### src/rtl/mire_if.sv
// Wishbone classic master bus bundle for the framebuffer port.
// The master drives the cycle; the slave returns ack.
interface mire_if #(
   parameter int ADR_W = 32
);
   logic [ADR_W-1:0] adr;
   logic [15:0]      dat_ms;
   logic             cyc;
   logic             stb;
   logic             we;
   logic [1:0]       sel;
   logic [2:0]       cti;
   logic [1:0]       bte;
   logic             ack;

   modport master (
      output adr, dat_ms, cyc, stb,
      output we, sel, cti, bte,
      input  ack
   );

   modport slave (
      input  adr, dat_ms, cyc, stb,
      input  we, sel, cti, bte,
      output ack
   );
endinterface

### src/rtl/mire_gen.sv
// Test-pattern generator: writes one RGB565 frame per start
// into the framebuffer as a throttled Wishbone master.
module mire_gen #(
   parameter int          HDISP     = 640,
   parameter int          VDISP     = 480,
   parameter int          GRID      = 16,
   parameter int          GAP       = 63,
   parameter int unsigned BASE_ADDR = 0,
   parameter int          ADR_W     = 32
) (
   input  logic       clk,
   input  logic       rst_n,
   input  logic       enable,
   input  logic [1:0] mode,
   mire_if.master     wshb,
   output logic       busy,
   output logic       frame_done
);
   localparam int LG  = $clog2(GRID);
   localparam int XC  = $clog2(HDISP);
   localparam int YC  = $clog2(VDISP);
   localparam int XW  = (XC > LG) ? XC : LG + 1;
   localparam int YW  = (YC > LG) ? YC : LG + 1;
   localparam int BAR = HDISP / 8;
   localparam int BW  = (BAR > 1) ? $clog2(BAR) : 1;
   localparam int GW  = (GAP > 2) ? $clog2(GAP) : 1;

   localparam logic [XW-1:0] XLAST = XW'(HDISP - 1);
   localparam logic [YW-1:0] YLAST = YW'(VDISP - 1);
   localparam logic [BW-1:0] BLAST = BW'(BAR - 1);
   localparam logic [GW-1:0] GLAST =
      GW'((GAP > 0) ? GAP - 1 : 0);
   localparam logic [ADR_W-1:0] BASE = ADR_W'(BASE_ADDR);

   typedef enum logic [1:0] {
      S_IDLE,
      S_REQ,
      S_GAP
   } state_t;

   state_t           state_q, state_d;
   logic [XW-1:0]    x_q, x_d, nx, lx;
   logic [YW-1:0]    y_q, y_d, ny, ly;
   logic [BW-1:0]    bc_q, bc_d, nbc;
   logic [2:0]       bar_q, bar_d, nbar, lbar;
   logic [GW-1:0]    gap_q, gap_d;
   logic [15:0]      fcnt_q, fcnt_d;
   logic [1:0]       mode_q, mode_d, lmode;
   logic [ADR_W-1:0] adr_q, adr_d;
   logic [15:0]      dat_q, dat_d, pix, bar_c;
   logic             done_q, done_d;
   logic             x_last, y_last, b_last;
   logic [LG-1:0]    sx;
   logic             hit;

   assign x_last = (x_q == XLAST);
   assign y_last = (y_q == YLAST);
   assign b_last = (bc_q == BLAST);

   // Coordinates of the pixel that gets loaded this cycle
   always_comb begin
      nx   = x_last ? '0 : x_q + XW'(1);
      ny   = y_q;
      nbc  = bc_q + BW'(1);
      nbar = bar_q;
      if (x_last) begin
         ny   = y_last ? '0 : y_q + YW'(1);
         nbc  = '0;
         nbar = '0;
      end else if (b_last) begin
         nbc  = '0;
         nbar = bar_q + 3'd1;
      end
      lx    = nx;
      ly    = ny;
      lbar  = nbar;
      lmode = mode_q;
      if (state_q == S_IDLE) begin
         lx    = '0;
         ly    = '0;
         lbar  = '0;
         lmode = mode;
      end
   end

   always_comb begin
      sx = lx[LG-1:0] + fcnt_q[LG-1:0];
      case (lbar)
         3'd0:    bar_c = 16'hFFFF;
         3'd1:    bar_c = 16'hFFE0;
         3'd2:    bar_c = 16'h07FF;
         3'd3:    bar_c = 16'h07E0;
         3'd4:    bar_c = 16'hF81F;
         3'd5:    bar_c = 16'hF800;
         3'd6:    bar_c = 16'h001F;
         default: bar_c = 16'h0000;
      endcase
      case (lmode)
         2'd0: hit = (lx[LG-1:0] == '0) ||
                     (ly[LG-1:0] == '0);
         2'd2: hit = lx[LG] ^ ly[LG];
         2'd3: hit = (sx == '0) ||
                     (ly[LG-1:0] == '0);
         default: hit = 1'b0;
      endcase
      pix = (lmode == 2'd1) ? bar_c : {16{hit}};
   end

   always_comb begin
      state_d = state_q;
      x_d     = x_q;
      y_d     = y_q;
      bc_d    = bc_q;
      bar_d   = bar_q;
      gap_d   = gap_q;
      fcnt_d  = fcnt_q;
      mode_d  = mode_q;
      adr_d   = adr_q;
      dat_d   = dat_q;
      done_d  = 1'b0;
      unique case (state_q)
         S_IDLE: begin
            if (enable) begin
               mode_d  = mode;
               x_d     = '0;
               y_d     = '0;
               bc_d    = '0;
               bar_d   = '0;
               adr_d   = BASE;
               dat_d   = pix;
               state_d = S_REQ;
            end
         end
         S_REQ: begin
            if (wshb.ack) begin
               if (x_last && y_last) begin
                  state_d = S_IDLE;
                  done_d  = 1'b1;
                  fcnt_d  = fcnt_q + 16'd1;
                  x_d     = '0;
                  y_d     = '0;
                  bc_d    = '0;
                  bar_d   = '0;
                  adr_d   = BASE;
               end else begin
                  x_d   = nx;
                  y_d   = ny;
                  bc_d  = nbc;
                  bar_d = nbar;
                  adr_d = adr_q + ADR_W'(2);
                  dat_d = pix;
                  if (GAP > 0) begin
                     state_d = S_GAP;
                     gap_d   = '0;
                  end
               end
            end
         end
         S_GAP: begin
            if (gap_q == GLAST) state_d = S_REQ;
            else gap_d = gap_q + GW'(1);
         end
         default: state_d = S_IDLE;
      endcase
   end

   always_ff @(posedge clk or negedge rst_n) begin
      if (!rst_n) begin
         state_q <= S_IDLE;
         x_q     <= '0;
         y_q     <= '0;
         bc_q    <= '0;
         bar_q   <= '0;
         gap_q   <= '0;
         fcnt_q  <= '0;
         mode_q  <= '0;
         adr_q   <= BASE;
         dat_q   <= '0;
         done_q  <= 1'b0;
      end else begin
         state_q <= state_d;
         x_q     <= x_d;
         y_q     <= y_d;
         bc_q    <= bc_d;
         bar_q   <= bar_d;
         gap_q   <= gap_d;
         fcnt_q  <= fcnt_d;
         mode_q  <= mode_d;
         adr_q   <= adr_d;
         dat_q   <= dat_d;
         done_q  <= done_d;
      end
   end

   // Strobe straight from state so reset drops it at once
   assign wshb.cyc    = (state_q == S_REQ);
   assign wshb.stb    = (state_q == S_REQ);
   assign wshb.we     = 1'b1;
   assign wshb.sel    = 2'b11;
   assign wshb.cti    = 3'd0;
   assign wshb.bte    = 2'd0;
   assign wshb.adr    = adr_q;
   assign wshb.dat_ms = dat_q;
   assign busy        = (state_q != S_IDLE);
   assign frame_done  = done_q;
endmodule

### src/flat_wrapper.sv
// flat-port wrapper written by rule: the top's interface ports become plain ports
module mire_gen_flat 
#(
   parameter int          HDISP     = 640,
   parameter int          VDISP     = 480,
   parameter int          GRID      = 16,
   parameter int          GAP       = 63,
   parameter int unsigned BASE_ADDR = 0,
   parameter int          ADR_W     = 32
)
  (clk, rst_n, enable, mode, busy, frame_done, wshb_adr, wshb_dat_ms, wshb_cyc, wshb_stb, wshb_we, wshb_sel, wshb_cti, wshb_bte, wshb_ack);
  mire_if #(.ADR_W(ADR_W)) wshb_i ();
  input  logic clk;
  input  logic rst_n;
  input  logic enable;
  input  logic [1:0] mode;
  output logic busy;
  output logic frame_done;
  output wire logic [$bits(wshb_i.adr)-1:0] wshb_adr;
  output wire logic [$bits(wshb_i.dat_ms)-1:0] wshb_dat_ms;
  output wire logic [$bits(wshb_i.cyc)-1:0] wshb_cyc;
  output wire logic [$bits(wshb_i.stb)-1:0] wshb_stb;
  output wire logic [$bits(wshb_i.we)-1:0] wshb_we;
  output wire logic [$bits(wshb_i.sel)-1:0] wshb_sel;
  output wire logic [$bits(wshb_i.cti)-1:0] wshb_cti;
  output wire logic [$bits(wshb_i.bte)-1:0] wshb_bte;
  input wire logic [$bits(wshb_i.ack)-1:0] wshb_ack;
  assign wshb_adr = wshb_i.adr;
  assign wshb_dat_ms = wshb_i.dat_ms;
  assign wshb_cyc = wshb_i.cyc;
  assign wshb_stb = wshb_i.stb;
  assign wshb_we = wshb_i.we;
  assign wshb_sel = wshb_i.sel;
  assign wshb_cti = wshb_i.cti;
  assign wshb_bte = wshb_i.bte;
  assign wshb_i.ack = wshb_ack;
  mire_gen #(.HDISP(HDISP), .VDISP(VDISP), .GRID(GRID), .GAP(GAP), .BASE_ADDR(BASE_ADDR), .ADR_W(ADR_W)) u_core (.clk(clk), .rst_n(rst_n), .enable(enable), .mode(mode), .wshb(wshb_i), .busy(busy), .frame_done(frame_done));
endmodule
### config.mk
export PLATFORM = sky130hd
export DESIGN_NAME = mire_gen_flat
export DESIGN_NICKNAME = d
export VERILOG_FILES = /design/src/rtl/mire_if.sv /design/src/rtl/mire_gen.sv /design/src/flat_wrapper.sv
export SDC_FILE = /design/constraint.sdc
export NUM_CORES = 1
export LEC_CHECK = 0
export CAP_MARGIN = 20
export CORE_MARGIN = 10
export CORE_UTILIZATION = 23
export CTS_CLUSTER_DIAMETER = 100
export DETAILED_ROUTE_END_ITERATION = 12
export SETUP_SLACK_MARGIN = 0.1
export SLEW_MARGIN = 20
export SYNTH_ARGS = -nofsm -noshare
export SYNTH_HDL_FRONTEND = slang
export SYNTH_SLANG_ARGS = --single-unit
### constraint.sdc
create_clock -name clk -period 3.7 [get_ports clk]
set_input_delay 0.74 -clock clk [delete_from_list [all_inputs] [get_ports clk]]
set_output_delay 0.74 -clock clk [all_outputs]
set_load 0.005 [all_outputs]
==> summary.txt <==
Final layout
  – Area of the multi-input gates: 2220 µm²
  – FILL cells: 2018
  – Nets@finish: 541
  – Area delta synth->final: 22.9%
  – ANT cells: 0
  – Share of cells above drive strength 1: 8.78%
  – Sequential Area: 1950 µm²

Logic synthesis
  – Ys Warns: 0
  – Syn Inst Count: 476
  – Area contributors post-synth: dfrtp_1 (44%), xor2_1 (6.5%), nor2_1 (4.7%)
  – Synth Area in Compound Gates: 10.3%
  – Post-synth EDFFs: 0
  – Synth Cell Area: 4470 µm²
  – Main combinational cell family by area after synthesis: simple AND/OR/NAND/NOR gates
  – Adder-cell share of the synthesized area: 4.65%
  – Post-synthesis sequential area ratio: 43.7%
  – Asr flop ratio synth: 100%
  – Synthesis-stage register bit count: 78
  – Leading area contributor after synthesis: dfrtp_1
  – Commonest cells in the netlist: dfrtp_1 (78), nor2_1 (56), nand2_1 (49), o21ai_0 (36), xor2_1 (33)
  – Mean Syn Cell Area: 9.39 µm²
  – Post-synth top area share: 43.7%
  – Post-synth cell types: 55
  – Simple-Gate Fraction of Synth Area: 22.8%
  – Mux contribution to synthesized area: 1.40%
  – Most numerous cell in the Yosys netlist: dfrtp_1
  – Main synth FF type: dfrtp_1
  – Post-synthesis xor/xnor area fraction: 9.60%

Global routing
  – Vias in the first global route: 3345
  – Routing usage on met3: 2.04%
  – M2 GR Usage: 13.3%
  – GR peak layer: met2
  – All-layer global routing usage: 8.03%
  – Pin count of the biggest net entering global routing: 79
  – First-pass GRT wire length: 17100 µm
  – Global route overflow: 0
  – Grt met1 use: 9.74%
  – Initial antenna violation count: 0

Timing
  – Tmin final: 3270 ps
  – Slew @ Worst Pin: 718 ps
  – Slew Viols, Final: 0
  – RSZ-0062 raised after global routing: false
  – Worst Skew: 6.30 ps
  – Final Worst Setup Slack: 434 ps
  – Setup TNS: 0 ps
  – Fin. Hold Viols: 0
  – Hold slack: 424 ps
  – Final worst-path cycle share: 88.3%
  – Fmax achieved: 306 MHz
  – Final setup violation count: 0
  – Slew Limit Headroom: 52.1%

Clock network
  – Root Driver: clkbuf_16
  – Clk sink count: 78
  – Hold buffers post-CTS: 0
  – Clock tree buffer depth: 2
  – Worst-Skew Late Latency: 330 ps
  – H-tree levels: 3
  – TritonCTS clock tree: built
  – Inserted Clock Buffers: 9
  – Worst-path clk slew: 60 ps

Placed design
  – Buffers added on ports: 56
  – Final HPWL DP: 7550 µm
  – Final GP Congestion: 0.846
  – Setup Slack @ Placement: 450 ps

Setup path
  – Crit path DAT: 3450 ps
  – Critical path endpoint category: register
  – Setup Crit Path Kind: register to register
  – R2R depth: 13
  – FF-to-FF End: u_core.wshb.dat_ms[10]
  – Critical Path Start Type: register
  – RR Startpoint: u_core.x_q[0]
  – Worst-path maximum fanout: 11
  – Reg2reg setup slack: 430 ps
  – Required time worst endpoint: 3890 ps

Min path
  – Hold Path Class: input pin to async pin

Power and ir drop
  – Leakage: 2.37 nW
  – Peak supply drop: 203 µV
  – Pwr dens: 559 nW/µm²

Routing
  – Vias per Instance: 4.29
  – Via count: 3366
  – Initial DRC count: 171
  – DR WL/cell: 12.9 µm
  – DRC viols: 0
  – Number of routed nets with antenna violations: 0
  – Pre-antenna DRT Iters: 4
  – Final wirelength: 10100 µm

Floorplan
  – Die area: 25400 µm²
  – Die width: 159 µm
  – Core area: 18900 µm²
  – # rows: 50
  – Initial Util: 23.7%
  – Die height: 159 µm
  – IO Pins: 66

Run status
  – Status: finished, final reports clean

Run
  – Max cap viols: 0
==> layer usage <==
metal  vias to the layer above  share of wire (%)
met1                      1613                 45
met3                        10                4.4
met5                         -                  0
li1                       1690                  -
met4                         0                1.9
met2                        53                 48
==> cells by family (layout without fill, tap and decap cells) <==
family	count (synthesis)	count (layout)
DFF	78	78
adders and majority gates	16	16
buffers and inverters	54	95
muxes	6	6
and+or+nand+nor	195	195
AOI/OAI and AO/OA	76	76
other	2	9
xor gates and xnor gates	49	49
==> critical path, stage by stage, from the launching register on <==
cell     delay, ps
dfrtp_1        490
ha_2           290
and2_1         250
nand3_4        190
nand3_1        190
inv_1           70
ha_1           280
a21o_1         190
a21oi_1        180
xor2_1         200
xnor2_1        160
nor3_2          60
o41ai_2        420
a31oi_1        140
==> placed cells by master, fill, tap and decap left out, types with 2 or more instances in the layout <==
cell              n
nand2b_1          2
dfrtp_1          78
and3_1           12
nor3_1            4
and2_1            4
bufinv_16         2
nand2_1          49
o31ai_1           4
clkbuf_16         9
nor3_4            2
conb_1            9
clkinvlp_4        2
or3_1             4
a21oi_1          15
and4_1            6
nand3_1          24
o21ai_2           2
clkdlybuf4s50_1  55
a22o_1            2
mux2_2            2
o21ai_0          36
ha_1             14
nand4_1          13
o22ai_1           4
nor2_1           56
a31oi_1           6
xor2_1           33
nor3_2            3
mux2i_1           4
nand3b_1          2
buf_4             6
xnor2_1          16
inv_1            15
clkinv_2          2
nor2_2            2
==> state kept, by name, summed over array words and instances, names as in the netlist <==
| signal | cells |
|---|---|
| u_core.gap_q | 6 |
| u_core.wshb.adr | 31 |
| u_core.frame_done | 1 |
| u_core.state_q | 2 |
| u_core.bc_q | 7 |
| u_core.fcnt_q | 4 |
| u_core.wshb.dat_ms | 3 |
| u_core.bar_q | 3 |
| u_core.mode_q | 2 |
| u_core.x_q | 10 |
| u_core.y_q | 9 |
==> how the worst max path moves through the flow <==
stage / to / slack [ps] / startpoint / depth (start not counted)
after floorplan: u_core.wshb.dat_ms[10] / 860 / u_core.x_q[0] / 14
after global placement: u_core.wshb.dat_ms[4] / 570 / u_core.x_q[0] / 13
after detailed placement: u_core.wshb.dat_ms[10] / 450 / u_core.x_q[0] / 13
after CTS: u_core.wshb.dat_ms[10] / 370 / u_core.x_q[0] / 13
after global routing: u_core.wshb.dat_ms[4] / 150 / u_core.x_q[0] / 13
final: u_core.wshb.dat_ms[10] / 430 / u_core.x_q[0] / 13
==> power by group <==
group	leakage [nW]	internal, mW	switching [mW]
Clock	0.154	0.607	0.350
Combinational	1.15	0.461	0.588
Sequential	1.06	0.947	0.115
Total	2.37	2.01	1.05
==> cell type report <==
| class | count | share of cell area (%) |
|---|---|---|
| Sequential cell | 78 | 35.5 |
| Clock inverter | 6 | 1.55 |
| Clock buffer | 10 | 4.35 |
| Timing Repair Buffer | 62 | 11.0 |
| Inverter | 17 | 1.16 |
| Multi-Input combinational cell | 351 | 40.4 |
| Tap cell | 260 | 5.92 |
==> metrics by stage <==
step	instances	total power [mW]	utilization, %	cell area (µm²)
global route	784	3.29	29.1	5490
floorplan	483	1.78	-	4500
finish	784	3.07	29.1	5490
CTS	784	3.12	29.0	5480
detailed placement	768	2.14	27.3	5150
global placement	768	2.14	27.3	5150
==> repair_timing <==
item                       CTS  global route
setup endpoints to repair    0             3
gates resized for setup      0             2
buffers inserted             0             0
Power figures use the tool's default switching activity.
